## src/rtl/cnt_seq_ctrl_if.sv

```systemverilog
`default_nettype none
// ----------------------------------------------------------------------------
// cnt_seq_ctrl_if : control/status bus between cnt_seq_ctrl and one counter
// Rev 1.0
// ----------------------------------------------------------------------------
interface cnt_seq_ctrl_if #(
    parameter int CNT_W = 4
);
    logic [CNT_W-1:0] cnt_q;
    logic             cnt_tc;
    logic             cnt_pe_n;
    logic             cnt_ce;
    logic [CNT_W-1:0] cnt_d;

    modport master (
        input  cnt_q,
        input  cnt_tc,
        output cnt_pe_n,
        output cnt_ce,
        output cnt_d
    );

    modport slave (
        output cnt_q,
        output cnt_tc,
        input  cnt_pe_n,
        input  cnt_ce,
        input  cnt_d
    );
endinterface
`default_nettype wire

```

## src/rtl/cnt_seq_ctrl.sv

```systemverilog
`default_nettype none
// ----------------------------------------------------------------------------
// cnt_seq_ctrl : sequences an up-counter into p-clock intervals, N times or
//                endlessly. Optional sticky irq via CNT_SEQ_CTRL_IRQ_EN.
// Rev 1.0
// ----------------------------------------------------------------------------
module cnt_seq_ctrl #(
    parameter int CNT_W = 4,
    parameter int REP_W = 8
) (
    input  wire logic             Clk,
    input  wire logic             MR,
    input  wire logic             start,
    input  wire logic             stop,
    input  wire logic             hold,
    input  wire logic [CNT_W-1:0] period,
    input  wire logic [REP_W-1:0] reps,
    cnt_seq_ctrl_if.master        cnt,
    output logic                  busy,
    output logic                  tick,
    output logic                  done,
    output logic      [REP_W-1:0] rep_left,
    output logic                  irq,
    input  wire logic             irq_clr
);

    localparam logic [CNT_W-1:0] C_CNT_ONE = CNT_W'(1);
    localparam logic [REP_W-1:0] C_REP_ONE = REP_W'(1);
    localparam logic [REP_W-1:0] C_REP_ZERO = '0;

    typedef enum logic [1:0] {
        S_IDLE = 2'd0,
        S_LOAD = 2'd1,
        S_RUN  = 2'd2,
        S_DONE = 2'd3
    } state_t;

    state_t           r_state;
    state_t           w_next;
    logic [CNT_W-1:0] r_period;
    logic [REP_W-1:0] r_reps;
    logic [REP_W-1:0] r_rep_left;
    logic             r_tick;
    logic [CNT_W-1:0] w_load_val;
    logic             w_ce;
    logic             w_pe_n;
    logic             w_end;
    logic             w_unused;

    // Two's complement of p: counting up from here reaches all-ones after p-1 clocks
    assign w_load_val = ~r_period + C_CNT_ONE;

    always_ff @(posedge Clk or negedge MR) begin
        if (!MR) begin
            r_state <= S_IDLE;
        end else begin
            r_state <= w_next;
        end
    end

    always_comb begin
        w_next = r_state;
        w_ce   = 1'b0;
        w_pe_n = 1'b1;
        w_end  = 1'b0;
        busy   = 1'b0;
        done   = 1'b0;
        case (r_state)
            S_IDLE: begin
                if (start && !stop) begin
                    w_next = S_LOAD;
                end
            end
            S_LOAD: begin
                busy   = 1'b1;
                w_pe_n = stop;
                w_next = stop ? S_IDLE : S_RUN;
            end
            S_RUN: begin
                busy = 1'b1;
                // stop suppresses counting and the interval end in its own cycle
                w_ce   = !hold && !stop;
                w_end  = cnt.cnt_tc && w_ce;
                w_pe_n = !w_end;
                if (stop) begin
                    w_next = S_IDLE;
                end else if (w_end && (r_rep_left == C_REP_ONE)) begin
                    w_next = S_DONE;
                end
            end
            S_DONE: begin
                done   = 1'b1;
                w_next = S_IDLE;
            end
            default: begin
                w_next = S_IDLE;
            end
        endcase
    end

    always_ff @(posedge Clk or negedge MR) begin
        if (!MR) begin
            r_period   <= '0;
            r_reps     <= '0;
            r_rep_left <= '0;
            r_tick     <= 1'b0;
        end else begin
            if ((r_state == S_IDLE) && start && !stop) begin
                r_period <= period;
                r_reps   <= reps;
            end
            if (r_state == S_LOAD) begin
                r_rep_left <= r_reps;
            end else if (w_end && (r_rep_left != C_REP_ZERO)) begin
                r_rep_left <= r_rep_left - C_REP_ONE;
            end
            r_tick <= w_end;
        end
    end

    assign cnt.cnt_pe_n = w_pe_n;
    assign cnt.cnt_ce   = w_ce;
    assign cnt.cnt_d    = w_load_val;
    assign tick         = r_tick;
    assign rep_left     = r_rep_left;

`ifdef CNT_SEQ_CTRL_IRQ_EN
    logic r_irq;

    always_ff @(posedge Clk or negedge MR) begin
        if (!MR) begin
            r_irq <= 1'b0;
        end else if (done) begin
            r_irq <= 1'b1;
        end else if (irq_clr) begin
            r_irq <= 1'b0;
        end
    end

    assign irq = r_irq;
`else
    assign irq = 1'b0;
`endif

    // Counter Q is status-only here; irq_clr is only consumed in the irq build
    assign w_unused = ^{cnt.cnt_q, irq_clr};

endmodule
`default_nettype wire
```

## src/flat_wrapper.sv

```systemverilog
// flat-port wrapper written by rule: the top's interface ports become plain ports
module cnt_seq_ctrl_flat 
#(
    parameter int CNT_W = 4,
    parameter int REP_W = 8
)
  (Clk, MR, start, stop, hold, period, reps, busy, tick, done, rep_left, irq, irq_clr, cnt_cnt_q, cnt_cnt_tc, cnt_cnt_pe_n, cnt_cnt_ce, cnt_cnt_d);
  cnt_seq_ctrl_if #(.CNT_W(CNT_W)) cnt_i ();
  input  wire logic Clk;
  input  wire logic MR;
  input  wire logic start;
  input  wire logic stop;
  input  wire logic hold;
  input  wire logic [CNT_W-1:0] period;
  input  wire logic [REP_W-1:0] reps;
  output logic busy;
  output logic tick;
  output logic done;
  output logic      [REP_W-1:0] rep_left;
  output logic irq;
  input  wire logic irq_clr;
  input wire logic [$bits(cnt_i.cnt_q)-1:0] cnt_cnt_q;
  input wire logic [$bits(cnt_i.cnt_tc)-1:0] cnt_cnt_tc;
  output wire logic [$bits(cnt_i.cnt_pe_n)-1:0] cnt_cnt_pe_n;
  output wire logic [$bits(cnt_i.cnt_ce)-1:0] cnt_cnt_ce;
  output wire logic [$bits(cnt_i.cnt_d)-1:0] cnt_cnt_d;
  assign cnt_i.cnt_q = cnt_cnt_q;
  assign cnt_i.cnt_tc = cnt_cnt_tc;
  assign cnt_cnt_pe_n = cnt_i.cnt_pe_n;
  assign cnt_cnt_ce = cnt_i.cnt_ce;
  assign cnt_cnt_d = cnt_i.cnt_d;
  cnt_seq_ctrl #(.CNT_W(CNT_W), .REP_W(REP_W)) u_core (.Clk(Clk), .MR(MR), .start(start), .stop(stop), .hold(hold), .period(period), .reps(reps), .cnt(cnt_i), .busy(busy), .tick(tick), .done(done), .rep_left(rep_left), .irq(irq), .irq_clr(irq_clr));
endmodule
```

## config.mk

```make
export PLATFORM = sky130hd
export DESIGN_NAME = cnt_seq_ctrl_flat
export DESIGN_NICKNAME = d
export VERILOG_FILES = /design/src/rtl/cnt_seq_ctrl_if.sv /design/src/rtl/cnt_seq_ctrl.sv /design/src/flat_wrapper.sv
export SDC_FILE = /design/constraint.sdc
export NUM_CORES = 1
export LEC_CHECK = 0
export CELL_PAD_IN_SITES_DETAIL_PLACEMENT = 1
export CELL_PAD_IN_SITES_GLOBAL_PLACEMENT = 2
export CORE_ASPECT_RATIO = 0.5
export CORE_MARGIN = 3
export CORE_UTILIZATION = 28
export CTS_CLUSTER_DIAMETER = 100
export CTS_CLUSTER_SIZE = 8
export DETAILED_ROUTE_END_ITERATION = 7
export GPL_TIMING_DRIVEN = 1
export HOLD_SLACK_MARGIN = 0.1
export PLACE_DENSITY_LB_ADDON = 0.05
export SYNTH_ARGS = -nofsm -noshare
export SYNTH_HDL_FRONTEND = slang
export SYNTH_SLANG_ARGS = --single-unit
```

## constraint.sdc

```tcl
create_clock -name Clk -period 2.3 [get_ports Clk]
set_input_delay 0.23 -clock Clk [delete_from_list [all_inputs] [get_ports Clk]]
set_output_delay 0.23 -clock Clk [all_outputs]
set_load 0.02 [all_outputs]
```

==> results.toml <==
[synth]
avgSynthCellArea_um2 = 10.7
synth_flop_cell = "dfrtp_1"
syn_area_um2 = 1270
yosys_warnings = 0
synthAdderAreaFrac = 0.0787
synth_edf_count = 0
yosys-mux-area-fraction = 0.122
ys_seq_area_frac = 0.453
synth_xor_area_frac = 0.0344
synth_compound_area_frac = 0.112
syn-num-nets = 150
synth-simple-area-share = 0.144
ys_ff_latch = 23
async_flop_share = 1.00
synth_top_family_by_area = "simple AND/OR/NAND/NOR gates"
syn_inst = 119
synthDistinctLibCells = 33

[die]
num_io_pins = 41
initial_core_util = 0.308
dieWidth_um = 101
core-area_um2 = 4120
num_rows = 16
die_area_um2 = 5430
die_h_um = 53.6

[global_route]
grt_max_degree = 24
grt_pass1_wl_mm = 4.62
grt_pass1_vias = 922
antenna_found_initial = 0
grt_util_all_layers = 0.111
grt.overflow.total = 0

[clocking]
cts_root_buf = "clkbuf_8"
htree_levels = 1
post_cts_buffers = 0
clkSinkCount = 23
cts_resized = 0
hold_buffers = 0
cts_buffer_depth = 2
path_clk_slew_ns = 0.09
tritoncts = "built"
numCtsBuffers = 3
insertion_delay_ns = 0.26

[sta]
period_needed_ns = 2.14
post-route-period-util = 0.929
fin_ws_ns = 0.163
finalSetupTns_ns = 0
slew_viol_final = 0
setup_viol_count_final = 0
grt_setup_unrepaired = "no"
finalHoldViolCount = 0
fmax_ghz = 0.468
clock_skew_ns = 0.00254

[hold_path]
min_path_type = "input port to asynchronous set/reset pin"

[placement]
dp.final_hpwl_mm = 2.12
io_buffers = 34
gp_congestion = 0.745
dpl_worst_slack_ns = 0.358

[drt]
first_pass_iters = 4
vias_per_cell = 4.68
drtIter0Drc = 19
antenna_left = 0
wirelength_mm = 2.82
drc = 0
wl_per_cell_um = 13.6
vias = 973

[finish]
area_growth_pct = 35.3
nFillCells = 462
layout_commonest_cell = "clkdlybuf4s50_1"
regArea_um2 = 576
diodes = 0
drive_above_1_share = 0.149
fin_nets = 186
multi_input_area_um2 = 628
mostFrequentLayoutCells = "clkdlybuf4s50_1 (34), dfrtp_1 (23), mux2_2 (12)"

[setup_path]
start_kind = "register"
cp-end-kind = "primary output"
crit_path_max_fanout = 4
cp.arrival_ns = 1.91
crit_type = "register to primary output"
critPathRequiredTime_ns = 2.07

[status]
status = "finished clean"

[power]
ir_drop_uv = 583
p_leak_nw = 0.722
powerDensity_nw_per_um2 = 1390

[run]
drv_cap = 0
## registers in the layout, summed over array words and instances (netlist names)
signal,count
u_core.rep_left,8
u_core.r_period,4
u_core.r_reps,8
u_core.r_state,2
u_core.tick,1
## logic make-up (layout without fill, tap and decap cells)
logic type,count (synthesis),in the layout
AOI/OAI and AO/OA,20,20
muxes,14,14
adders and majority gates,8,8
xor gates and xnor gates,5,5
and+or+nand+nor,32,32
buffers and inverters,16,51
DFF,23,23
other,1,1
## final timing paths
check	start	endpoint	slack (ns)	cells after the start
max in group asynchronous	MR	u_core.r_period[3]	1.75	2
worst max-delay path	u_core.r_state[0]	cnt_cnt_pe_n	0.16	5
worst max register to register	u_core.r_state[0]	u_core.rep_left[3]	0.41	7
worst min register to register	u_core.r_reps[2]	u_core.rep_left[2]	0.48	2
worst min-delay path	MR	u_core.r_state[1]	0.31	2
min in group Clk	u_core.r_reps[2]	u_core.rep_left[2]	0.48	2
## critical path: stages, from the launching register on
cell	delay, ns
dfrtp_1	0.42
inv_1	0.12
ha_1	0.24
nor2_1	0.07
o21ai_0	0.16
clkdlybuf4s50_1	0.62
## final cells by class
type,count,area share
clock buffers,3,0.0240
multi-input cells,80,0.365
repair buffers,37,0.211
well taps,54,0.0393
inverters,10,0.0218
flip-flops and latches,23,0.335
clock inverters,1,0.00436
## routing by layer
layer  vias up  global-route usage  part of all wire
li1        482                   -                 -
met5         -                   0                 0
met3         2              0.0414             0.071
met2        27               0.170              0.42
met1       462               0.154              0.51
met4         0              0.0132            0.0028
## Yosys cell counts (all sizes together) (2+ instances only)
cell type / count / area (um2)
dfrtp: 23 / 576
mux2: 12 / 135
inv: 10 / 37.5
nand2: 9 / 33.8
ha: 8 / 100
nor2: 8 / 30.0
o21ai: 6 / 30.0
xnor2: 5 / 43.8
a211oi: 3 / 22.5
a31oi: 3 / 18.8
buf: 3 / 18.8
clkbuf: 3 / 11.3
nand2b: 3 / 18.8
a2111oi: 2 / 30.0
a21oi: 2 / 10.0
mux2i: 2 / 20.0
nand3: 2 / 10.0
nand4: 2 / 12.5
or4: 2 / 18.8
## metrics by stage
| step | power, W | hold WS, ns | util | instance area [um2] | instances |
|---|---|---|---|---|---|
| after floorplan | 0.00163 | -0.0656 | - | 1270 | 119 |
| after global placement | 0.00214 | 0.456 | 0.405 | 1670 | 204 |
| after detailed placement | 0.00216 | 0.460 | 0.405 | 1670 | 204 |
| after CTS | 0.00244 | 0.316 | 0.417 | 1720 | 208 |
| after global routing | 0.00261 | 0.329 | 0.417 | 1720 | 208 |
| final | 0.00240 | 0.311 | 0.417 | 1720 | 208 |
## report_power, final
group          internal [W]  total (W)  switching [W]
sequential         0.000602   0.000796       0.000195
combinational      0.000659    0.00134       0.000681
clock              0.000123   0.000261       0.000138
Power figures use the tool's default switching activity.
